File: src/rtl/uart_pkg.sv
// uart_pkg: shared parity-mode constants and receiver state type
package uart_pkg;
  localparam int PARITY_NONE = 0;
  localparam int PARITY_EVEN = 1;
  localparam int PARITY_ODD  = 2;
  typedef enum logic [2:0] {IDLE, START_BIT, DATA_BITS, PARITY_BIT, STOP_BITS} rx_state_e;
endpackage

File: src/rtl/uart_sync.sv
// uart_sync: two-flop synchronizer for an asynchronous single-bit input
//   clk_i  : destination clock
//   rst_ni : asynchronous active-low reset, loads RESET_VAL into both flops
//   d_i    : asynchronous input
//   q_o    : synchronized output
module uart_sync #(
  parameter logic RESET_VAL = 1'b0
) (
  input  logic clk_i,
  input  logic rst_ni,
  input  logic d_i,
  output logic q_o
);
  logic meta_q;
  always_ff @(posedge clk_i or negedge rst_ni) begin
    if (!rst_ni) begin
      meta_q <= RESET_VAL;
      q_o    <= RESET_VAL;
    end else begin
      meta_q <= d_i;
      q_o    <= meta_q;
    end
  end
endmodule

File: src/rtl/uart_rx.sv
// uart_rx: UART receiver with configurable data width, parity and stop bits
//   clk_i        : clock
//   rst_ni       : asynchronous active-low reset
//   baud_rate_i  : clk_i cycles per bit, latched at each start edge (min 4)
//   rx_i         : serial line, idle high, asynchronous to clk_i
//   data_o       : last received word (LSB first on the line)
//   valid_o      : one-cycle pulse when data_o updates
//   parity_err_o : parity mismatch for the word on data_o
//   frame_err_o  : a stop bit was sampled low for the word on data_o
//   busy_o       : receiver is inside a frame
module uart_rx
  import uart_pkg::*;
#(
  parameter int MAX_WIDTH     = 32,
  parameter int NUM_STOP_BITS = 1,
  parameter int PARITY_MODE   = PARITY_NONE,
  parameter int DATA_WIDTH    = 8
) (
  input  logic                  clk_i,
  input  logic                  rst_ni,
  input  logic [MAX_WIDTH-1:0]  baud_rate_i,
  input  logic                  rx_i,
  output logic [DATA_WIDTH-1:0] data_o,
  output logic                  valid_o,
  output logic                  parity_err_o,
  output logic                  frame_err_o,
  output logic                  busy_o
);
  localparam logic [3:0] LAST_DATA = 4'(DATA_WIDTH - 1);
  localparam logic [3:0] LAST_STOP = 4'(NUM_STOP_BITS - 1);
  logic                  rx_s;
  logic                  sample;
  rx_state_e             state_q;
  logic [MAX_WIDTH-1:0]  baud_q, cnt_q;
  logic [3:0]            bit_q;
  logic [DATA_WIDTH-1:0] shift_q, data_q;
  logic                  par_q, frm_q, par_err_q, frm_err_q, valid_q, busy_q;
  uart_sync #(.RESET_VAL(1'b1)) u_sync (
    .clk_i (clk_i),
    .rst_ni(rst_ni),
    .d_i   (rx_i),
    .q_o   (rx_s)
  );
  // Start bit is sampled half a bit in; every later bit one full bit after the previous sample.
  assign sample = cnt_q == ((state_q == START_BIT) ? (baud_q >> 1) : baud_q) - 1'b1;
  always_ff @(posedge clk_i or negedge rst_ni) begin
    if (!rst_ni) begin
      state_q   <= IDLE;
      baud_q    <= '0;
      cnt_q     <= '0;
      bit_q     <= '0;
      shift_q   <= '0;
      par_q     <= 1'b0;
      frm_q     <= 1'b0;
      data_q    <= '0;
      par_err_q <= 1'b0;
      frm_err_q <= 1'b0;
      valid_q   <= 1'b0;
      busy_q    <= 1'b0;
    end else begin
      valid_q <= 1'b0;
      cnt_q   <= sample ? '0 : cnt_q + 1'b1;
      case (state_q)
        IDLE: begin
          cnt_q <= '0;
          bit_q <= '0;
          par_q <= 1'b0;
          frm_q <= 1'b0;
          if (!rx_s) begin
            state_q <= START_BIT;
            baud_q  <= baud_rate_i;
            busy_q  <= 1'b1;
          end
        end
        START_BIT: if (sample) begin
          // A line back high at mid start bit is a glitch, not a frame.
          state_q <= rx_s ? IDLE : DATA_BITS;
          busy_q  <= !rx_s;
        end
        DATA_BITS: if (sample) begin
          shift_q <= {rx_s, shift_q[DATA_WIDTH-1:1]};
          if (bit_q == LAST_DATA) begin
            bit_q   <= '0;
            state_q <= (PARITY_MODE != PARITY_NONE) ? PARITY_BIT : STOP_BITS;
          end else begin
            bit_q <= bit_q + 1'b1;
          end
        end
        PARITY_BIT: if (sample) begin
          // Mismatch when the received bit differs from the expected even/odd parity bit.
          par_q   <= rx_s ^ (^shift_q) ^ (PARITY_MODE == PARITY_ODD);
          state_q <= STOP_BITS;
        end
        STOP_BITS: if (sample) begin
          if (bit_q == LAST_STOP) begin
            state_q   <= IDLE;
            busy_q    <= 1'b0;
            valid_q   <= 1'b1;
            data_q    <= shift_q;
            par_err_q <= par_q;
            frm_err_q <= frm_q | !rx_s;
          end else begin
            bit_q <= bit_q + 1'b1;
            frm_q <= frm_q | !rx_s;
          end
        end
        default: state_q <= IDLE;
      endcase
    end
  end
  assign data_o       = data_q;
  assign valid_o      = valid_q;
  assign parity_err_o = par_err_q;
  assign frame_err_o  = frm_err_q;
  assign busy_o       = busy_q;
endmodule

File: config.mk
export PLATFORM = sky130hd
export DESIGN_NAME = uart_rx
export DESIGN_NICKNAME = d
export VERILOG_FILES = /design/src/rtl/uart_pkg.sv /design/src/rtl/uart_sync.sv /design/src/rtl/uart_rx.sv
export SDC_FILE = /design/constraint.sdc
export NUM_CORES = 1
export LEC_CHECK = 0
export BUFFER_PORTS_ARGS = -buffer_cell sky130_fd_sc_hd__clkbuf_2
export CAP_MARGIN = 20
export CELL_PAD_IN_SITES_DETAIL_PLACEMENT = 1
export CELL_PAD_IN_SITES_GLOBAL_PLACEMENT = 2
export CORE_ASPECT_RATIO = 1.1
export CORE_MARGIN = 2
export CORE_UTILIZATION = 35
export CTS_CLUSTER_SIZE = 30
export DETAILED_ROUTE_END_ITERATION = 12
export PLACE_DENSITY_LB_ADDON = 0.1
export SLEW_MARGIN = 5
export SYNTH_ARGS = -nofsm -noshare
export SYNTH_HDL_FRONTEND = slang
export SYNTH_SLANG_ARGS = --single-unit
File: constraint.sdc
create_clock -name clk_i -period 4.7 [get_ports clk_i]
set_input_delay 0.47 -clock clk_i [delete_from_list [all_inputs] [get_ports clk_i]]
set_output_delay 0.47 -clock clk_i [all_outputs]
set_load 0.02 [all_outputs]
### Word level (Yosys, flattened, before mapping)

Index checks and enable logic that the tools add are counted.
W data, S select, Z words.

| storage, ports and cells | value |
|---|---|
| flip-flop bits (word level) | 95 |
| logic and storage cells | 80 |
| input port bits | 35 |

| cells by class | value |
|---|---|
| mux-type cells | 30 |
| equality and inequality tests | 14 |
| add/subtract/negate cells | 3 |
| bitwise logic cells | 3 |
| reduce and logical (&&, ||, !) cells | 16 |

Operator list:

| kind | number |
|---|---|
| $mux W32 | 3 |
| $add A32 B1 Y32 const B | 1 |
| $eq A32 B32 Y1 | 1 |
| $sub A32 B1 Y32 const B | 1 |
| $mux W3 | 7 |
| $mux W4 | 4 |
| $ne A2 B2 Y1 const B | 8 |
| $pmux W3 S5 | 1 |
| $pmux W4 S3 | 1 |
| $mux W1 | 10 |
| $reduce_xor A8 Y1 | 1 |
| $reduce_and A7 Y1 | 1 |
| $eq A3 B2 Y1 const B | 2 |
| $reduce_and A2 Y1 | 3 |
| $reduce_and A3 Y1 | 2 |
| $reduce_bool A3 Y1 | 2 |
| $reduce_and A5 Y1 | 1 |
| $add A4 B1 Y4 const B | 1 |
| $eq A4 B3 Y1 const B | 1 |
| $logic_not A4 Y1 | 1 |
| $pmux W1 S2 | 2 |
| $reduce_and A4 Y1 | 1 |
| $reduce_bool A2 Y1 | 2 |
| $eq A3 B1 Y1 const B | 1 |
| other kinds (8) | 8 |

### Depth between registers and ports, before layout

Gate-level depths: netlist of run 1.

| logic depth | value |
|---|---|
| depth in word-level cells | 6 |
| gate-level depth with buffers | 18 |

### By module

Synthesis of run 1 repeated with hierarchy kept, for this count alone.

| unflattened totals | value |
|---|---|
| cells, all modules | 640 |
| area total of the unflattened synthesis | 6158.4 um^2 |

Modules (own cells, without submodules):

| module | cells an instance | sequential area each (um^2) | area each (um^2) | instances |
|---|---|---|---|---|
| uart_rx | 638 | 2327.2 | 6105.9 | 1 |
| uart_sync | 2 | 52.6 | 52.6 | 1 |

### Worst setup path before layout of run 1

OpenSTA, ideal clock, no wires.

| timing path | value |
|---|---|
| path type | flip-flop to flip-flop |
| start point | register state_q[1] |
| end point | register shift_q[0] |
| period minus slack after synthesis | 4569 ps |
| slack | 131 ps |
| stages on the path, launching flop included | 17 |
| required time | 4575 ps |
| arrival time | 4444 ps |
| path buffers | 3 |
| cells stage by stage | dfrtp_1 > or3b_1 > buf_2 > buf_2 > clkbuf_1 > a21oi_1 > ha_1 > nor4b_1 > a21boi_0 > nand4_1 > o31ai_1 > and4_1 > nand4_1 > nor4_2 > nand4b_4 > nor3_4 > mux2_2 |

| on the way | value |
|---|---|
| cells in the longest elaborated chain, start to end | 5 |

Ends and longest elaborated chain:

| item | RTL line | RTL |
|---|---|---|
| start, declared | uart_rx.sv:33 | `rx_state_e state_q;` |
| start signal, assigned | uart_rx.sv:77 | `state_q <= rx_s ? IDLE : DATA_BITS;` |
| start signal, assigned | uart_rx.sv:84 | `state_q <= (PARITY_MODE != PARITY_NONE) ? PARITY_BIT : STOP_BITS;` |
| $eq A3 B1 Y1 | uart_rx.sv:45 | `assign sample = cnt_q == ((state_q == START_BIT) ? (baud_q >> 1) : baud_q) - 1'b1;` |
| $mux W32 | uart_rx.sv:45 |  |
| $sub A32 B1 Y32 | uart_rx.sv:45 |  |
| $eq A32 B32 Y1 | uart_rx.sv:45 |  |
| $reduce_and A2 Y1 (no line) * | n/a |  |
| end signal, assigned | uart_rx.sv:81 | `shift_q <= {rx_s, shift_q[DATA_WIDTH-1:1]};` |
| end, declared | uart_rx.sv:36 | `logic [DATA_WIDTH-1:0] shift_q, data_q;` |

Every way passes the cells marked *; elsewhere a longest branch is shown, timed or not.
A chain may end at the register's enable or synchronous reset.

### Final worst setup path of run 1

| timing path | value |
|---|---|
| start point | register state_q[1] |
| end point | register shift_q[1] |

Same word-level chain as after synthesis.

==> results.md, run 1 <==
- CTS sink cnt: 95
- Clock Skews: roughly 0.0096 ns
- Max Fclk: 0.2269 GHz
- Die height: between 100 and 150 µm
- GP Congestion: about 0.9
- R2R Path End: shift_q[1]
- Site Rows: 50
- DRT iter0 DRCs: 157
- Worst EP required: between 4 and 5 ns
- Async set-reset flop share out of synthesis: between 90% and 100%
- Register-to-Register Path Depth: 13
- Max-cap violations: 0
- First-pass GRT wire length: 29240 µm
- Yosys top cell by area: dfrtp_1
- Number of global-route vias before repair: approximately 5300
- Crit path max fanout: 17
- Power Dens Cells: about 250 nW/µm²
- TritonCTS clock tree: yes
- Die X: approximately 130 µm
- Total power: approximately 1800 µW
- Pin count of the biggest net entering global routing: 50
- Mapped Nets: between 600 and 700
- Seq/Total Area, Yosys: about two fifths
- Port buffer count: 46
- CP Launch Point: state_q[1]
- Overall Global Routing Usage: 20.71%
- Fill cells: 2010
- Final min period: ~4.4 ns
- Total CTS buffers: 9
- Setup CP Type: reg -> reg
- Final period utilization: 93.78%
- Max Slew Vio Count: 0
- Layout Nets: 733
- Dpl hpwl: 13810 µm
- Share of post-route cells with drive strength above 1: between 20% and 30%
- Top_reg_cell synth: dfrtp_1
- Leakage: around 0.003 µW
- Register-to-register setup slack: 0.29 ns
- Crit Reg-Reg Startpoint: state_q[1]
- N_diodes: 0
- Synth warnings: 0
- Synthesized cell area: approximately 6000 µm²
- Hold violation count in the final report: 0
- Critical path arrival: about 4.7 ns
- CTS clk-pin slew, worst paths: 0.08 ns
- RSZ-0062 raised after global routing: false
- Root Buffer: clkbuf_16
- Final setup viols: 0
- Setup crit end: shift_q[1]
- DRC: 0
- Slew HR: about two fifths
- Gate Count Post-Synth: roughly 650
- Total negative slack: 0 ns
- Hold Crit Class: in -> async
- Synth area leaders: dfrtp_1 38%, mux2_2 8.2%, xnor2_1 6.8%
- Type of origin of the critical path: flip-flop
- Initial antenna violation count: 0
- Count of cell types in the netlist: 71
- Mean post-synth cell area: approximately 9.5 µm²
- Die area: 18650 µm²
- Vias/cell: around 5.4
- Worst Max-Slew Pin Slew: between 0.8 and 0.9 ns
- Antenna Nets Post-Route: 0
- Total core area: 17140 µm²
- Post-synth top area share: a little under two fifths
- First-pass DRT Iterations: 4
- WL final: about 18000 µm
- Status: completed
- Critical path capture point type: flip-flop
- Drt wl/cell: between 15 and 20 µm
- Number of flops mapped to enable cells by yosys: 0
- Grt ovf: 0
- Via count: about 5100
- Max clock buf depth: 2
- H-tree depth reported by CTS: 3
- Synth-to-Final Area Change: 15.64%
- Synthesized flop and latch total: 95
- Clk Latency, worst-skew pair: between 0.3 and 0.4 ns
- Initial Utilization: between 30% and 40%
- Max VDD drop: 0.0001671 V
- Ports: 47
-- worst max-delay path, stage by stage, from the launching register on --
cell and delay (ns):
dfrtp_1 0.43, or3b_1 0.42, buf_4 0.18, buf_4 0.20, a211oi_1 0.24, nand4_1 0.31, nor3_1 0.49, mux2i_1 0.39
nand4_1 0.23, nor4_4 0.37, nand4b_4 0.24, nor3_4 0.31, buf_12 0.15, mux2_2 0.32
-- how the worst min path moves through the flow --
stage | start | end | slack [ns] | depth (start not counted)
finish | rst_ni | cnt_q[11] | 0.13 | 1
global route | rst_ni | cnt_q[11] | 0.17 | 1
CTS | rst_ni | cnt_q[11] | 0.15 | 1
detailed placement | u_sync.meta_q | u_sync.q_o | 0.36 | 0
global placement | u_sync.meta_q | u_sync.q_o | 0.35 | 0
floorplan | rst_ni | baud_q[0] | 0.17 | 0
-- cell usage in the layout, fill, tap and decap left out, types with 15 or more instances in the layout --
cell type and count:
a21oi_1 26, buf_4 24, clkbuf_2 45, dfrtp_1 93, inv_1 15, mux2_2 45, mux2i_1 22, nand2_1 45
nand3_1 29, nor2_1 69, o21ai_0 16, xnor2_1 48, xor2_1 31
-- metal layers --
layer / global-route usage, % / up-vias / wire length, µm
met1: 26.31 / 2544 / 8184
li1: - / 2444 / -
met3: 2.435 / 25 / 422
met5: 0 / - / 0
met4: 7.559 / 0 / 407
met2: 36.10 / 61 / 9231
-- cell type report --
cell class / count / area (µm²) / share of cell area (%)
Multi-Input combinational cell: 502 / 3649 / 51.29
Sequential cell: 95 / 2380 / 33.46
Timing Repair Buffer: 71 / 445.4 / 6.262
Tap cell: 234 / 292.8 / 4.116
Clock buffer: 9 / 225.2 / 3.166
Clock inverter: 7 / 65.06 / 0.9147
Inverter: 15 / 56.30 / 0.7916
-- cell families (layout without fill, tap and decap cells) --
kind of cell | count (synthesis) | after routing | synth area share, %
buffers and inverters | 50 | 102 | 3.295
muxes | 68 | 68 | 11.98
DFF | 95 | 95 | 38.69
and+or+nand+nor | 246 | 246 | 22.17
xor gates and xnor gates | 79 | 79 | 11.25
AOI/OAI and AO/OA | 105 | 105 | 11.80
adders and majority gates | 4 | 4 | 0.8137
-- registers in the layout, summed over array words and instances, names as in the netlist --
register / cells
baud_q: 32
bit_q: 4
busy_o: 1
cnt_q: 32
data_o: 8
frame_err_o: 1
frm_q: 1
par_q: 1
parity_err_o: 1
shift_q: 8
state_q: 3
u_sync.meta_q: 1
u_sync.q_o: 1
valid_o: 1
-- per-stage QoR --
stage	instance area, µm²	hold slack, ns	cells	utilization [%]	worst slack [ns]
finish	7113	0.1279	933	41.50	0.2923
global route	7113	0.1697	933	41.50	0.004993
CTS	7056	0.1536	932	41.16	0.08715
detailed placement	6748	0.3572	916	39.37	-0.05627
global placement	6748	0.3493	916	39.37	0.1331
floorplan	6151	0.1744	647	-	0.1313
-- report_power, final --
group | internal (µW) | switching [µW]
logic | 64.9 | 83.0
clock network | 371 | 370
registers | 832 | 29.5
total | 1270 | 483
-- synthesized netlist by cell type, drive strengths merged, types with 5 or more instances --
master and instances:
nor3 9, buf 13, o31ai 7, or4 10, inv 15, nand2 45
or3 9, nor3b 5, a211oi 8, o211ai 5, xnor2 48, nor4 12
nor4bb 5, nand3 29, mux2i 23, nand2b 5, xor2 31, nand4 11
and3 7, a211o 6, nor2 70, o21ai 18, dfrtp 93, mux2 45
a21oi 27, clkbuf 22
-- repair_timing --
item,in CTS,in global routing
pin swaps,0,2
hold buffers,0,0
buffers inserted,0,1
endpoints found under the setup margin,9,57
gates resized for setup,3,8
No activity file was read; power rests on OpenSTA's default activity.
==> inputs of run 2 (changes only) <==
HOLD_SLACK_MARGIN = 0.06   (was default)
SYNTH_HIERARCHICAL = 1   (was default)
==> results.md, run 2 <==
- Ports: between 40 and 50
- Grt ovf: 0
- Count of cell types in the netlist: roughly 70
- Sw Share: between 20% and 30%
- Synth warnings: 6
- Internal Pwr Total: about 1300 µW
- TritonCTS clock tree: yes
- Site Rows: 50
- Adder-cell area share of the yosys netlist: less than 1%
- Largest family of logic cells by synthesized area: simple AND/OR/NAND/NOR gates
- Number of flops mapped to enable cells by yosys: 0
- Final Instance Area: about 7200 µm²
- Drt wl/cell: around 19 µm
- Met1 usage in global routing: 27.62%
- Pin count of the biggest net entering global routing: 60
- Yosys top cell by area: dfrtp_1
- Antenna Nets Post-Route: 0
- Share of post-route cells with drive strength above 1: 24.71%
- Gr busiest metal: met2
- Post-synthesis compound-gate area fraction: 12.29%
- Synthesized cell area: between 6000 and 7000 µm²
- Crit path max fanout: 8
- Die area: 18670 µm²
- Clock share of power: 43.0%
- Synth area leaders: dfrtp_1 38%, mux2_2 8.4%, xnor2_1 7.3%
- Slew HR: 44.86%
- Final period utilization: 97.89%
- Setup CP Type: reg -> reg
- Number of global-route vias before repair: 5500
- Worst EP required: around 5 ns
- Synth-to-Final Area Change: 16.92%
- Max Slew Vio Count: 0
- N_diodes: 0
- Area after DPL: between 6000 and 7000 µm²
- Dpl hpwl: ~13000 µm
- Pre-CTS setup slack: -0.01268 ns
- Reg power frac: 48.7%
- DRT iter0 DRCs: about 190
- Final setup viols: 0
- Leakage: approximately 0.0031 µW
- Worst Max-Slew Pin Slew: between 0.8 and 0.9 ns
- WL final: 17950 µm
- Vias/cell: between 5 and 6
- Initial antenna violation count: 0
- Die X: 130.5 µm
- Async set-reset flop share out of synthesis: between 90% and 100%
- Via count: approximately 5100
- Commonest cells in the netlist: 93 x dfrtp_1, 55 x nor2_1, 51 x xnor2_1
- Top Registers: baud_q: 32 flops, cnt_q: 32 flops
- Power Dens Cells: between 200 and 250 nW/µm²
- Type of origin of the critical path: flip-flop
- Clock Skews: approximately 0.012 ns
- Port buffer count: between 40 and 50
- RSZ-0062 raised after global routing: true
- Synthesized flop and latch total: between 90 and 100
- GR Util met3: around 3.5%
- Cell with the most instances after synthesis: dfrtp_1
- Met2 global-route usage: 34.69%
- Layout Nets: between 700 and 800
- Setup slack after layout: slightly below 0.1 ns
- DRC: 0
- First-pass DRT Iterations: 4
- Xor/xnor cell area share of the yosys netlist: about an eighth
- GP Congestion: 0.8405
- Die height: around 140 µm
- Combinational power share: ~8.3%
- Hold violation count in the final report: 0
- Final min period: roughly 4.6 ns
- H-tree depth reported by CTS: 3
- CTS sink cnt: 95
- Critical path capture point type: flip-flop
- Most common cell after layout, fill and taps aside: dfrtp_1
- Total CTS buffers: 9
- Post-synth top area share: a little under two fifths
- Max VDD drop: about 0.00017 V
- Critical path arrival: about 4.9 ns
- Clk Latency, worst-skew pair: 0.37 ns
- Mean post-synth cell area: 9.623 µm²
- Max Fclk: roughly 0.22 GHz
- Hold Crit Class: in -> async
- Initial Utilization: between 30% and 40%
- Max clock buf depth: 2
- Synth Area in Simple Gates: just over 20%
- CTS clk-pin slew, worst paths: approximately 0.080 ns
- Mapped Nets: approximately 680
- Total core area: 17140 µm²
- Top_reg_cell synth: dfrtp_1
- Root Buffer: clkbuf_16
- NetSw: roughly 490 µW
- Status: completed
- Multiplexer share of the synthesized area: between 10% and 20%
- Commonest non-fill, non-tap cells in the layout: 93 x dfrtp_1, 55 x nor2_1, 51 x xnor2_1, 49 x nand2_1, 45 x clkbuf_2
- First-pass GRT wire length: approximately 30000 µm
- Seq/Total Area, Yosys: 38.64%
- Gate Count Post-Synth: 640
- Overall Global Routing Usage: 20.50%
- Max-cap violations: 0
## run 2: worst paths after layout
| kind | from | end | slack, ns | depth (start not counted) |
|---|---|---|---|---|
| setup / recovery | state_q[2] | shift_q[7] | 0.1 | 14 |
| max in group asynchronous | rst_ni | u_sync/meta_q | 3.52 | 2 |
| setup reg to reg | state_q[2] | shift_q[7] | 0.1 | 14 |
| hold reg to reg | u_sync/meta_q | u_sync/q_o | 0.36 | 0 |
| hold / removal | rst_ni | cnt_q[17] | 0.17 | 1 |
| min in group clk_i | rx_i | u_sync/meta_q | 0.17 | 1 |
## run 2: repair_timing
action	in CTS	in global routing
gates cloned	0	0
hold buffers	0	0
resized for setup	0	11
setup endpoints to repair	13	43
pin swaps	2	11
endpoints found under the hold margin	0	0
buffers inserted	1	9
## run 2: metal layers
metal / wire (µm) / vias up
li1: - / 2415
met5: 0 / -
met1: 8534 / 2572
met3: 449 / 16
met2: 8797 / 51
met4: 164 / 0
## run 2: power by group through the flow
| stage | logic (µW) | clock network, µW | registers [µW] |
|---|---|---|---|
| floorplan | 95.0 | 0 | 860 |
| global placement | 139 | 0 | 879 |
| detailed placement | 144 | 0 | 879 |
| CTS | 145 | 785 | 863 |
| global route | 164 | 818 | 867 |
| finish | 147 | 761 | 863 |
## run 2: critical path: stages, from the launching register on
cell       delay [ns]
dfrtp_1          0.41
nor3b_4          0.30
mux2i_2          0.29
ha_2             0.24
or3b_4           0.42
a2111oi_4        0.37
nand4_1          0.22
a211oi_2         0.27
xor2_1           0.11
or4bb_1          0.49
or4_4            0.57
buf_12           0.17
nor3_4           0.15
buf_12           0.15
mux2_2           0.33
## run 2: per-stage QoR
step / std cells / hold slack [ns] / power (µW) / utilization [%] / setup TNS [ns]
floorplan: 640 / 0.1744 / 954.7 / - / -0.1755
global placement: 904 / 0.3458 / 1018 / 39.34 / 0
detailed placement: 904 / 0.3469 / 1023 / 39.34 / -0.02270
CTS: 921 / 0.1657 / 1792 / 41.27 / 0
global route: 930 / 0.1623 / 1850 / 42.01 / -0.3340
finish: 930 / 0.1713 / 1771 / 42.01 / 0
## run 2: cells by family (layout without fill, tap and decap cells)
| family | Yosys count | after routing |
|---|---|---|
| simple gates | 229 | 229 |
| compound gates | 105 | 105 |
| flops | 95 | 95 |
| xor+xnor | 84 | 84 |
| mux | 69 | 69 |
| buf+inv | 54 | 110 |
| fa+ha+maj | 4 | 4 |
## run 2: area by class of cell
cell class | count | area, µm²
timing repair buffer | 80 | 538.0
multi-input combinational | 491 | 3626
clock buffer | 9 | 225.2
tap | 234 | 292.8
sequential | 95 | 2380
fill | 1981 | 9941
clock inverter | 7 | 86.33
inverter | 14 | 52.55
==> inputs of run 3 (changes only) <==
RECOVER_POWER = 50   (was default)
==> results.md, run 3 (same netlist as run 2, synthesis figures left out) <==
- Layout Nets: 730
- First-pass GRT wire length: ~30000 µm
- Top Registers: baud_q: 32 flops, cnt_q: 32 flops
- Number of global-route vias before repair: 5500
- Final period utilization: 97.89%
- Antenna Nets Post-Route: 0
- TritonCTS clock tree: yes
- Slew HR: -119.4%
- DRC: 0
- Max Slew Vio Count: 60
- Final min period: roughly 4.6 ns
- Hold_ws: 0.1740 ns
- GP Congestion: ~0.84
- Root Buffer: clkbuf_16
- Max Fclk: between 0.2 and 0.25 GHz
- Power Dens Cells: about 250 nW/µm²
- Status: finished, violations left
- Via count: ~5100
- Initial antenna violation count: 0
- Die height: around 140 µm
- Post-layout util: 41.96%
- CP top delay family: simple AND/OR/NAND/NOR gates
- Final setup viols: 0
- Grt ovf: 0
- Critical path arrival: roughly 4.9 ns
- CTS sink cnt: between 90 and 100
- Site Rows: 50
- Total core area: roughly 17000 µm²
- Hold violation count in the final report: 0
- Failing checks: capacitance limit, slew limit
- Worst path cell trace: nor3b_4, mux2i_2, ha_2, or3b_4, a2111oi_4, nand4_1, a211oi_2, xor2_1, or4bb_1, or4_4, buf_12, nor3_4, buf_12, mux2_2
- Setup slack after layout: 0.09924 ns
- Type of origin of the critical path: flip-flop
- Commonest non-fill, non-tap cells in the layout: 93 x dfrtp_1, 55 x nor2_1, 51 x xnor2_1, 49 x nand2_1, 45 x clkbuf_2
- RSZ-0062 raised after global routing: true
- Crit path max fanout: 8
- Vias/cell: ~5.4
- Ports: 47
- Pin count of the biggest net entering global routing: 60
- N_diodes: 0
- Max-cap violations: 1
- Total CTS buffers: 9
- Critical path capture point type: flip-flop
- First-pass DRT Iterations: 4
- Leakage: between 0.003 and 0.004 µW
- Slowest cell on the critical path: or4_4
- Worst EP required: 4.96 ns
- Worst Max-Slew Pin Slew: roughly 3.3 ns
- Clk Latency, worst-skew pair: about 0.37 ns
- WL final: between 15000 and 20000 µm
- Largest stage delay, worst path: about 0.57 ns
- Synth-to-Final Area Change: 16.80%
- H-tree depth reported by CTS: 3
- Die area: between 15000 and 20000 µm²
- Register-to-register setup slack: about 0.099 ns
- CTS clk-pin slew, worst paths: 0.08 ns
- WP buf/inv: 2
- Overall Global Routing Usage: roughly a fifth
- Crit path top cell by count: buf_12
- Clock Skews: between 0.01 and 0.015 ns
- Initial Utilization: between 30% and 40%
- Dpl hpwl: between 10000 and 15000 µm
- Pre-CTS setup slack: -0.01268 ns
- Die X: around 130 µm
- Share of post-route cells with drive strength above 1: 24.43%
- Port buffer count: 46
- Setup CP Type: reg -> reg
- Max clock buf depth: 2
- Most common cell after layout, fill and taps aside: dfrtp_1
- Drt wl/cell: just under 20 µm
- DRT iter0 DRCs: ~190
- Hold Crit Class: in -> reg
- Fill cells: a little under 2000
- Max VDD drop: 0.0001732 V
## run 3: cell count changes in the layout (fill, tap and decap cells not counted), sizes merged
| cell | delta |
|---|---|
| clkbuf | +2 |
| buf | -2 |
## run 3: through the flow
step	cells	total power [µW]	TNS, ns	cell area, µm²
floorplan	640	954.7	-0.1755	6203
global route	930	1849	-0.3340	7193
finish	930	1770	0	7193
global placement	904	1018	0	6743
CTS	921	1792	0	7074
detailed placement	904	1023	-0.02270	6743
## run 3: worst register-to-register path, delay by kind of cell, from the launching register on
kind / cells / cell delay [ns]
AOI/OAI and AO/OA: 2 / 0.64
xor gates and xnor gates: 1 / 0.11
adders and majority gates: 1 / 0.24
buffers and inverters: 2 / 0.32
DFF: 1 / 0.41
muxes: 2 / 0.62
and+or+nand+nor: 6 / 2.15
## run 3: worst paths after layout
kind	cells past startpoint	startpoint	endpoint
worst max-delay path	14	state_q[2]	shift_q[7]
worst min-delay path	1	rx_i	u_sync/meta_q
worst max register to register	14	state_q[2]	shift_q[7]
worst min register to register	0	u_sync/meta_q	u_sync/q_o
max in group asynchronous	2	rst_ni	bit_q[2]
min in group asynchronous	1	rst_ni	cnt_q[17]
## run 3: per-layer routing
layer / GRT usage (%) / vias to the layer above / share of wire (%)
met1: 27.62 / 2573 / 48
li1: - / 2415 / -
met4: 4.087 / 0 / 0.91
met5: 0 / - / 0
met2: 34.69 / 51 / 49
met3: 3.522 / 16 / 2.5
## run 3: report_power, final
part | total, µW | internal [µW] | switching [µW] | leakage, µW
clock | 761 | 381 | 380 | 0.000151
sequential | 863 | 832 | 31.0 | 0.00123
combinational | 146 | 66.4 | 79.5 | 0.00171
## run 3: cell type report
type	instances	area, µm²	share of cell area [%]
Multi-Input combinational cell	491	3626	50.41
Sequential cell	95	2380	33.08
Timing Repair Buffer	80	530.5	7.375
Tap cell	234	292.8	4.070
Clock buffer	9	225.2	3.131
Clock inverter	7	86.33	1.200
Inverter	14	52.55	0.7306
## run 3: repair_timing
| item | CTS | global route |
|---|---|---|
| cloned | 0 | 0 |
| pin swaps | 2 | 11 |
| hold buffers | 0 | 0 |
| setup endpoints to repair | 13 | 43 |
| buffers inserted | 1 | 9 |
| resized for setup | 0 | 11 |
